[src/rtl/bf16_addsub_pipe.sv]
// bf16_addsub_pipe: three-stage BF16 add/subtract with valid/ready flow control.
// Define BF16_ADDSUB_RNE_EN for round-to-nearest-even; otherwise results are truncated.
module bf16_addsub_pipe #(
  parameter int          PIPE_DEPTH = 3,
  parameter logic [15:0] CANON_NAN  = 16'h7FC0
) (
  input  logic        clk,
  input  logic        rst,
  input  logic        in_valid,
  output logic        in_ready,
  input  logic [15:0] in_a,
  input  logic [15:0] in_b,
  input  logic        in_op,
  output logic        out_valid,
  input  logic        out_ready,
  output logic [15:0] out_sum,
  output logic [2:0]  out_flags
);

  if (PIPE_DEPTH != 3) begin : g_bad_depth
    $error("bf16_addsub_pipe: PIPE_DEPTH must be 3");
  end

  function automatic logic [3:0] lzc11(input logic [10:0] v);
    lzc11 = 4'd11;
    for (int i = 0; i < 11; i++) begin
      if (v[i]) lzc11 = 4'(10 - i);
    end
  endfunction

  logic        advance;
  logic        s1_valid_q, s1_valid_d, s1_sign_q, s1_sign_d, s1_sub_q, s1_sub_d;
  logic        s1_nan_q, s1_nan_d, s1_inf_q, s1_inf_d;
  logic [7:0]  s1_exp_q, s1_exp_d;
  logic [10:0] s1_big_q, s1_big_d, s1_small_q, s1_small_d;
  logic        s2_valid_q, s2_valid_d, s2_sign_q, s2_sign_d, s2_sub_q, s2_sub_d;
  logic        s2_nan_q, s2_nan_d, s2_inf_q, s2_inf_d;
  logic [7:0]  s2_exp_q, s2_exp_d;
  logic [11:0] s2_sum_q, s2_sum_d;
  logic        out_valid_q, out_valid_d;
  logic [15:0] out_sum_q, out_sum_d;
  logic [2:0]  out_flags_q, out_flags_d;

  logic        eff_sign_b, nan_a, nan_b, inf_a, inf_b, swap;
  logic [14:0] mag_a, mag_b, big_mag, small_mag;
  logic [7:0]  m_big, m_small, diff;
  logic [21:0] ext;
  logic [3:0]  lz;
  logic [10:0] norm;
  logic signed [9:0] exp_n, exp_r;
  logic [6:0]  mant;
  logic        inexact;
`ifdef BF16_ADDSUB_RNE_EN
  logic        inc;
  logic [8:0]  rnd;
`endif

  assign advance   = !out_valid_q || out_ready;
  assign in_ready  = advance;
  assign out_valid = out_valid_q;
  assign out_sum   = out_sum_q;
  assign out_flags = out_flags_q;

  // Stage 1: unpack, flush subnormals, order by magnitude, align the smaller operand.
  always_comb begin
    eff_sign_b = in_b[15] ^ in_op;
    nan_a      = (in_a[14:7] == 8'hFF) && (in_a[6:0] != 7'd0);
    nan_b      = (in_b[14:7] == 8'hFF) && (in_b[6:0] != 7'd0);
    inf_a      = (in_a[14:7] == 8'hFF) && (in_a[6:0] == 7'd0);
    inf_b      = (in_b[14:7] == 8'hFF) && (in_b[6:0] == 7'd0);
    mag_a      = (in_a[14:7] == 8'd0) ? 15'd0 : in_a[14:0];
    mag_b      = (in_b[14:7] == 8'd0) ? 15'd0 : in_b[14:0];
    swap       = (mag_b > mag_a);
    big_mag    = swap ? mag_b : mag_a;
    small_mag  = swap ? mag_a : mag_b;
    m_big      = (big_mag[14:7] == 8'd0) ? 8'd0 : {1'b1, big_mag[6:0]};
    m_small    = (small_mag[14:7] == 8'd0) ? 8'd0 : {1'b1, small_mag[6:0]};
    diff       = big_mag[14:7] - small_mag[14:7];
    ext        = {m_small, 14'd0} >> diff;
    if (diff >= 8'd11) begin
      s1_small_d = {10'd0, |m_small};
    end else begin
      s1_small_d = ext[21:11] | {10'd0, |ext[10:0]};
    end
    s1_big_d   = {m_big, 3'b000};
    s1_exp_d   = big_mag[14:7];
    s1_sub_d   = in_a[15] ^ eff_sign_b;
    s1_nan_d   = nan_a | nan_b | (inf_a & inf_b & s1_sub_d);
    s1_inf_d   = inf_a | inf_b;
    s1_valid_d = in_valid;
    if (inf_a) begin
      s1_sign_d = in_a[15];
    end else if (inf_b || swap) begin
      s1_sign_d = eff_sign_b;
    end else begin
      s1_sign_d = in_a[15];
    end
  end

  // Stage 2: magnitude add or subtract (the larger operand is always first).
  always_comb begin
    s2_valid_d = s1_valid_q;
    s2_sign_d  = s1_sign_q;
    s2_sub_d   = s1_sub_q;
    s2_nan_d   = s1_nan_q;
    s2_inf_d   = s1_inf_q;
    s2_exp_d   = s1_exp_q;
    if (s1_sub_q) begin
      s2_sum_d = {1'b0, s1_big_q} - {1'b0, s1_small_q};
    end else begin
      s2_sum_d = {1'b0, s1_big_q} + {1'b0, s1_small_q};
    end
  end

  // Stage 3: normalize, round, detect range limits and pack the result.
  always_comb begin
    lz = lzc11(s2_sum_q[10:0]);
    if (s2_sum_q[11]) begin
      norm  = {s2_sum_q[11:2], s2_sum_q[1] | s2_sum_q[0]};
      exp_n = $signed({2'b00, s2_exp_q}) + 10'sd1;
    end else begin
      norm  = s2_sum_q[10:0] << lz;
      exp_n = $signed({2'b00, s2_exp_q}) - $signed({6'd0, lz});
    end
    inexact = |norm[2:0];
`ifdef BF16_ADDSUB_RNE_EN
    inc = norm[2] & (norm[3] | norm[1] | norm[0]);
    rnd = {1'b0, norm[10:3]} + {8'd0, inc};
    if (rnd[8]) begin
      mant  = rnd[7:1];
      exp_r = exp_n + 10'sd1;
    end else begin
      mant  = rnd[6:0];
      exp_r = exp_n;
    end
`else
    mant  = norm[9:3];
    exp_r = exp_n;
`endif
    out_valid_d = s2_valid_q;
    out_sum_d   = 16'h0000;
    out_flags_d = 3'b000;
    // A clear leading bit after normalization means the sum was exactly zero.
    if (s2_nan_q) begin
      out_sum_d   = CANON_NAN;
      out_flags_d = 3'b100;
    end else if (s2_inf_q) begin
      out_sum_d   = {s2_sign_q, 8'hFF, 7'd0};
    end else if (!norm[10]) begin
      out_sum_d   = {s2_sign_q & ~s2_sub_q, 15'd0};
    end else if (exp_n <= 10'sd0) begin
      out_sum_d   = {s2_sign_q, 15'd0};
      out_flags_d = 3'b001;
    end else if (exp_r >= 10'sd255) begin
      out_sum_d   = {s2_sign_q, 8'hFF, 7'd0};
      out_flags_d = {1'b0, 1'b1, inexact};
    end else begin
      out_sum_d   = {s2_sign_q, exp_r[7:0], mant};
      out_flags_d = {2'b00, inexact};
    end
  end

  // Pipeline registers: all stages advance together or hold together.
  always_ff @(posedge clk) begin
    if (rst) begin
      s1_valid_q  <= 1'b0;  s1_sign_q <= 1'b0;  s1_sub_q <= 1'b0;
      s1_nan_q    <= 1'b0;  s1_inf_q  <= 1'b0;  s1_exp_q <= 8'd0;
      s1_big_q    <= 11'd0; s1_small_q <= 11'd0;
      s2_valid_q  <= 1'b0;  s2_sign_q <= 1'b0;  s2_sub_q <= 1'b0;
      s2_nan_q    <= 1'b0;  s2_inf_q  <= 1'b0;  s2_exp_q <= 8'd0;
      s2_sum_q    <= 12'd0;
      out_valid_q <= 1'b0;  out_sum_q <= 16'h0000; out_flags_q <= 3'b000;
    end else if (advance) begin
      s1_valid_q  <= s1_valid_d; s1_sign_q <= s1_sign_d; s1_sub_q <= s1_sub_d;
      s1_nan_q    <= s1_nan_d;   s1_inf_q  <= s1_inf_d;  s1_exp_q <= s1_exp_d;
      s1_big_q    <= s1_big_d;   s1_small_q <= s1_small_d;
      s2_valid_q  <= s2_valid_d; s2_sign_q <= s2_sign_d; s2_sub_q <= s2_sub_d;
      s2_nan_q    <= s2_nan_d;   s2_inf_q  <= s2_inf_d;  s2_exp_q <= s2_exp_d;
      s2_sum_q    <= s2_sum_d;
      out_valid_q <= out_valid_d; out_sum_q <= out_sum_d; out_flags_q <= out_flags_d;
    end
  end

endmodule

[config.mk]
export PLATFORM = sky130hd
export DESIGN_NAME = bf16_addsub_pipe
export DESIGN_NICKNAME = d
export VERILOG_FILES = /design/src/rtl/bf16_addsub_pipe.sv
export SDC_FILE = /design/constraint.sdc
export NUM_CORES = 1
export LEC_CHECK = 0
export ABC_AREA = 1
export BUFFER_PORTS_ARGS = -buffer_cell sky130_fd_sc_hd__buf_4
export CORE_ASPECT_RATIO = 0.8
export CORE_MARGIN = 2
export CORE_UTILIZATION = 35
export DETAILED_ROUTE_END_ITERATION = 7
export GPL_ROUTABILITY_DRIVEN = 0
export SLEW_MARGIN = 0
export SYNTH_ARGS = -nofsm -noshare
export SYNTH_HDL_FRONTEND = slang
export SYNTH_SLANG_ARGS = --single-unit
[constraint.sdc]
create_clock -name clk -period 4.96 [get_ports clk]
set_input_delay 0.744 -clock clk [delete_from_list [all_inputs] [get_ports clk]]
set_output_delay 0.744 -clock clk [all_outputs]
set_load 0.01 [all_outputs]
; After elaboration in Yosys (flattened, before gate mapping)
; Cells that the tools add are included.
[totals]
word_cells = 93
ff_bits = 77
output_inout_bits = 21
[op_classes]
shift = 2
n_lt_le_gt_ge = 4
n_eq_ne = 2
n_bitwise = 11
addsub = 5
mux = 33
n_reduce_logical = 18
[ops]
columns = cell, count
row1 = $mux W15, 6
row2 = $mux W16, 3
row3 = $mux W4, 10
row4 = $logic_not A8 Y1, 4
row5 = $mux W11, 2
row6 = $shr A22 B8 Y22, 1
row7 = $eq A8 B8 Y1 const B, 2
row8 = $mux W8, 2
row9 = $gt A15 B15 Y1, 1
row10 = $logic_not A7 Y1, 2
row11 = $reduce_bool A7 Y1, 2
row12 = $add A11 B11 Y12, 1
row13 = $mux W12, 1
row14 = $sub A11 B11 Y12, 1
row15 = $or A11 B1 Y11, 1
row16 = $reduce_or A11 Y1, 1
row17 = $shl A11 B4 Y11, 1
row18 = $ge A10 B9 Y1 const B, 1
row19 = $le A10 B1 Y1 const B, 1
row20 = $mux W10, 1
row21 = $add A8 B1 Y9 const B, 1
row22 = $sub A8 B4 Y9, 1
row23 = $ge A8 B4 Y1 const B, 1
row24 = $mux W2, 4
row25 = other kinds (12), 24

; Longest topological paths before layout
[logic_depth]
ltp_word = 19
depth_mapped = 38
mapped_depth_nobuf = 37

; Least setup slack after synthesis
; Ideal clock, no wire load.
[synth_path]
path_kind = input to register
start = input in_b[13]
end = register s1_small_q[0]
stages = 32
arrival_time_ps = 3982
slack_ps = 849
required_ps = 4830
path_cell_list = inv_1 nand4_1 nor2_1 nor2_1 ha_1 nand2_1 nor4_4 nand4_2 nand2_4 nand2_1 nand2_1 nand2_1 ha_1 inv_1 nand2_1 nand2_1 nand3_1 nand2_1 nand2_2 buf_6 nand4_1 nand3_1 nand3_1 nand2_1 nor2_1 inv_1 nor2_1 nor2_1 nor2_1 nand2_1 nand2_1 a21oi_2
[synth_via]
elab_chain_cells = 10
word_cells_on_any_way = 14
classes_between = add/sub: 1 / order compare: 2 / shift: 1 / mux: 5 / bitwise: 1 / reduce/logical: 4
[synth_lines]
columns = item, line_no
row1 = from (decl), 12  ; input logic [15:0] in_b,
row2 = $logic_not A8 Y1, 72  ; mag_b = (in_b[14:7] == 8'd0) ? 15'd0 : in_b[14:0];
row3 = $mux W15 *, 72
row4 = "parallel branches: the longest is 7 deep, another holds $gt A15 B15 Y1", -
row5 = $mux W11 *, 80  ; if (diff >= 8'd11) begin
row6 = to (signal assigned), 176  ; s1_big_q <= s1_big_d; s1_small_q <= s1_small_d;
row7 = to (decl), 35  ; logic [10:0] s1_big_q, s1_big_d, s1_small_q, s1_small_d;
; Mark *: on every way between the ends.
; A chain may end at the register's enable or synchronous reset.

; Worst setup path after layout
[layout_path]
start = input in_b[8]
end = register s1_small_q[0]
; The elaborated chain is that of the path after synthesis.

==> flow_summary.toml <==
[status]
status = "complete, no violations"

[global_routing]
grt_first_pass_wirelength_mm = 28.96
grt.overflow.total = 0
gr-usage-all-layers_pct = 18.64
grt_pass1_vias = 5853
grt_max_degree = 47
antenna_found_initial = 0

[floorplan]
start_util_pct = 35.75
die_x_um = 153.0
ios = 58
rows = 43
die_h_um = 123.2
fp.dieArea_um2 = 18840
coreArea_um2 = 17380

[layout]
syn_to_final_growth_pct = 17.06
nets = 1121
diodes = 0
drive_gt1_share_pct = 12.37
fillers = 1863
instances_no_fill = 1276

[sta]
relSlewSlack_pct = 24.00
rsz0062_at_grt = "no"
fmax_mhz = 225.6
setup_violations = 0
fin_skew_ns = 0.01072
whs_ns = 0.4558
fin_crit_sh_pct = 89.38
fin_setup_tns_ns = 0
drv_slew = 0
fin_crit_ns = 4.433
worstMarginPinSlew_ns = 1.131
hold_viol_final = 0

[clock_network]
root_buffer = "clkbuf_16"
htreeDepth = 3
insertion_delay_ns = 0.34
cts_buffers = 9
clk_pin_slew_ns = 0.06
hold_buffers = 0
cts_tree = "built"
clock-sinks = 77
clk_path_buf_depth = 2

[detailed_routing]
ant_nets = 0
vias = 6622
wl_mm = 17.07
dr.pass1.iters = 5
wl_per_cell_um = 13.38
drt_iter0_drc = 482
drc = 0
via_per_inst = 5.190

[worst_setup_path]
crit_required_ns = 5.17
critPathMaxStageDelay_ns = 0.33
path_common_cell = "nand2_1"
path_class = "primary input to register"
cp_slowest_cell = "ha_1"
setup.worst_path.end_class = "register"
arrival_ns = 4.64
cp_max_fo = 17
cp-start-kind = "primary input"

[synthesis]
async_flop_share_pct = 0
synth_cell_types = 58
avgSynthCellArea_um2 = 6.232
synth_top_flop_cell = "dfxtp_1"
synth_area_um2 = 6213
synth-edff-count = 0
seq_area_frac_synth_pct = 24.81
yosys_warnings = 0
synthesis.nets = 1072
synth_cells = 997
synth_seq_cells = 77

[place]
io_buffers = 57
dp_hpwl_mm = 13.44
dp.cells = 1260

[power]
ir_worst_vdd_mv = 0.1808
p_leak_nw = 3.514
cellPowerDensity_nw_per_um2 = 349.3
power_mw = 2.541

[worst_hold_path]
worst_hold_path_type = "register to register"

[flow_run]
maxCapViolations = 0
## layout by cell type (no fill, tap or decap), drive strengths merged, types with 5 or more instances in the layout
cell type and n:
buf 83, nand4 31, inv 142, dfxtp 77
xor2 14, o31ai 6, o211ai 21, o21ai 96
clkinv 5, clkbuf 10, nand2 244, o21bai 6
nor2 74, nand3 64, nor3 15, a21oi 82
nor4 7, ha 36
## worst max-delay path: cells and delay by family
kind | cells | cell delay (ns)
adders and majority gates | 2 | 0.51
buffers and inverters | 3 | 0.29
AOI/OAI and AO/OA | 2 | 0.19
and+or+nand+nor | 30 | 2.91
## cells by family after synthesis
logic type	count (synthesis)	synth area share, %
buffers and inverters	188	11.96
and+or+nand+nor	442	31.17
adders and majority gates	38	7.894
xor gates and xnor gates	17	2.396
muxes	1	0.1611
AOI/OAI and AO/OA	234	21.61
DFF	77	24.81
## flip-flops by register name (all words and copies together) (netlist names), 3 cells and up
name	count
out_sum	16
s2_sum_q	12
s1_small_q	11
s1_big_q	8
s1_exp_q	8
s2_exp_q	8
out_flags	3
## metal layers
metal  GRT usage, %  vias to the layer above  routed length [µm]
met5              0                        -                   0
met2          28.17                      172                7124
met3          3.435                       12                 908
met4          3.530                        0                 142
li1               -                     3419                   -
met1          27.80                     3019                8892
## synthesized netlist by cell type, drive strengths merged, types with 2 or more instances
cell | n | share of area [%]
a31oi | 3 | 0.40
fa | 2 | 0.64
clkbuf | 33 | 2.0
inv | 141 | 8.6
dfxtp | 77 | 25
a22oi | 2 | 0.24
nand4 | 31 | 3.2
buf | 12 | 1.3
o21bai | 6 | 0.72
nand2 | 244 | 15
ha | 36 | 7.2
clkinv | 2 | 0.12
and2 | 2 | 0.20
nor4 | 7 | 0.95
xor2 | 14 | 2.0
nor2 | 74 | 4.6
xnor2 | 3 | 0.42
o211ai | 21 | 2.5
nand3 | 64 | 5.4
a21boi | 3 | 0.36
nor3 | 15 | 1.3
o41ai | 2 | 0.28
o221ai | 3 | 0.42
a21oi | 82 | 6.7
o21ai | 96 | 7.8
or2 | 2 | 0.20
o31ai | 6 | 0.72
## area by class of cell
| class | instances | area [µm²] | area share (%) |
|---|---|---|---|
| clock inverters | 6 | 72.57 | 0.9978 |
| repair buffers | 83 | 623.1 | 8.567 |
| inverters | 143 | 539.3 | 7.414 |
| flip-flops and latches | 77 | 1541 | 21.19 |
| clock buffers | 10 | 239.0 | 3.286 |
| multi-input cells | 732 | 3976 | 54.67 |
| well taps | 225 | 281.5 | 3.871 |
## through the flow
step	setup WS (ns)	util [%]	instance area, µm²
2_1_floorplan	0.8485	-	6213
3_3_place_gp	0.08095	39.83	6922
3_5_place_dp	0.07213	39.83	6922
4_1_cts	0.3576	41.62	7233
5_1_grt	0.004306	41.85	7273
6_report	0.5267	41.85	7273
## report_power, final
group | leakage [nW] | internal [mW] | total (mW) | switching, mW
registers | 0.633 | 0.692 | 0.744 | 0.0522
clock network | 0.149 | 0.407 | 0.680 | 0.273
logic | 2.73 | 0.418 | 1.12 | 0.698
## worst paths after layout
kind / startpoint / slack [ns] / depth (start not counted) / endpoint
max: in_b[8] / 0.53 / 37 / s1_small_q[0]
min: out_valid_d / 0.46 / 2 / out_valid_d
max reg2reg: s2_sum_q[0] / 0.61 / 30 / out_sum[0]
min reg2reg: out_valid_d / 0.46 / 2 / out_valid_d
## what timing repair did
item | in CTS | in global routing
setup buffers | 0 | 0
gates resized for setup | 0 | 10
endpoints found under the setup margin | 0 | 15
No activity file was read; power rests on OpenSTA's default activity.
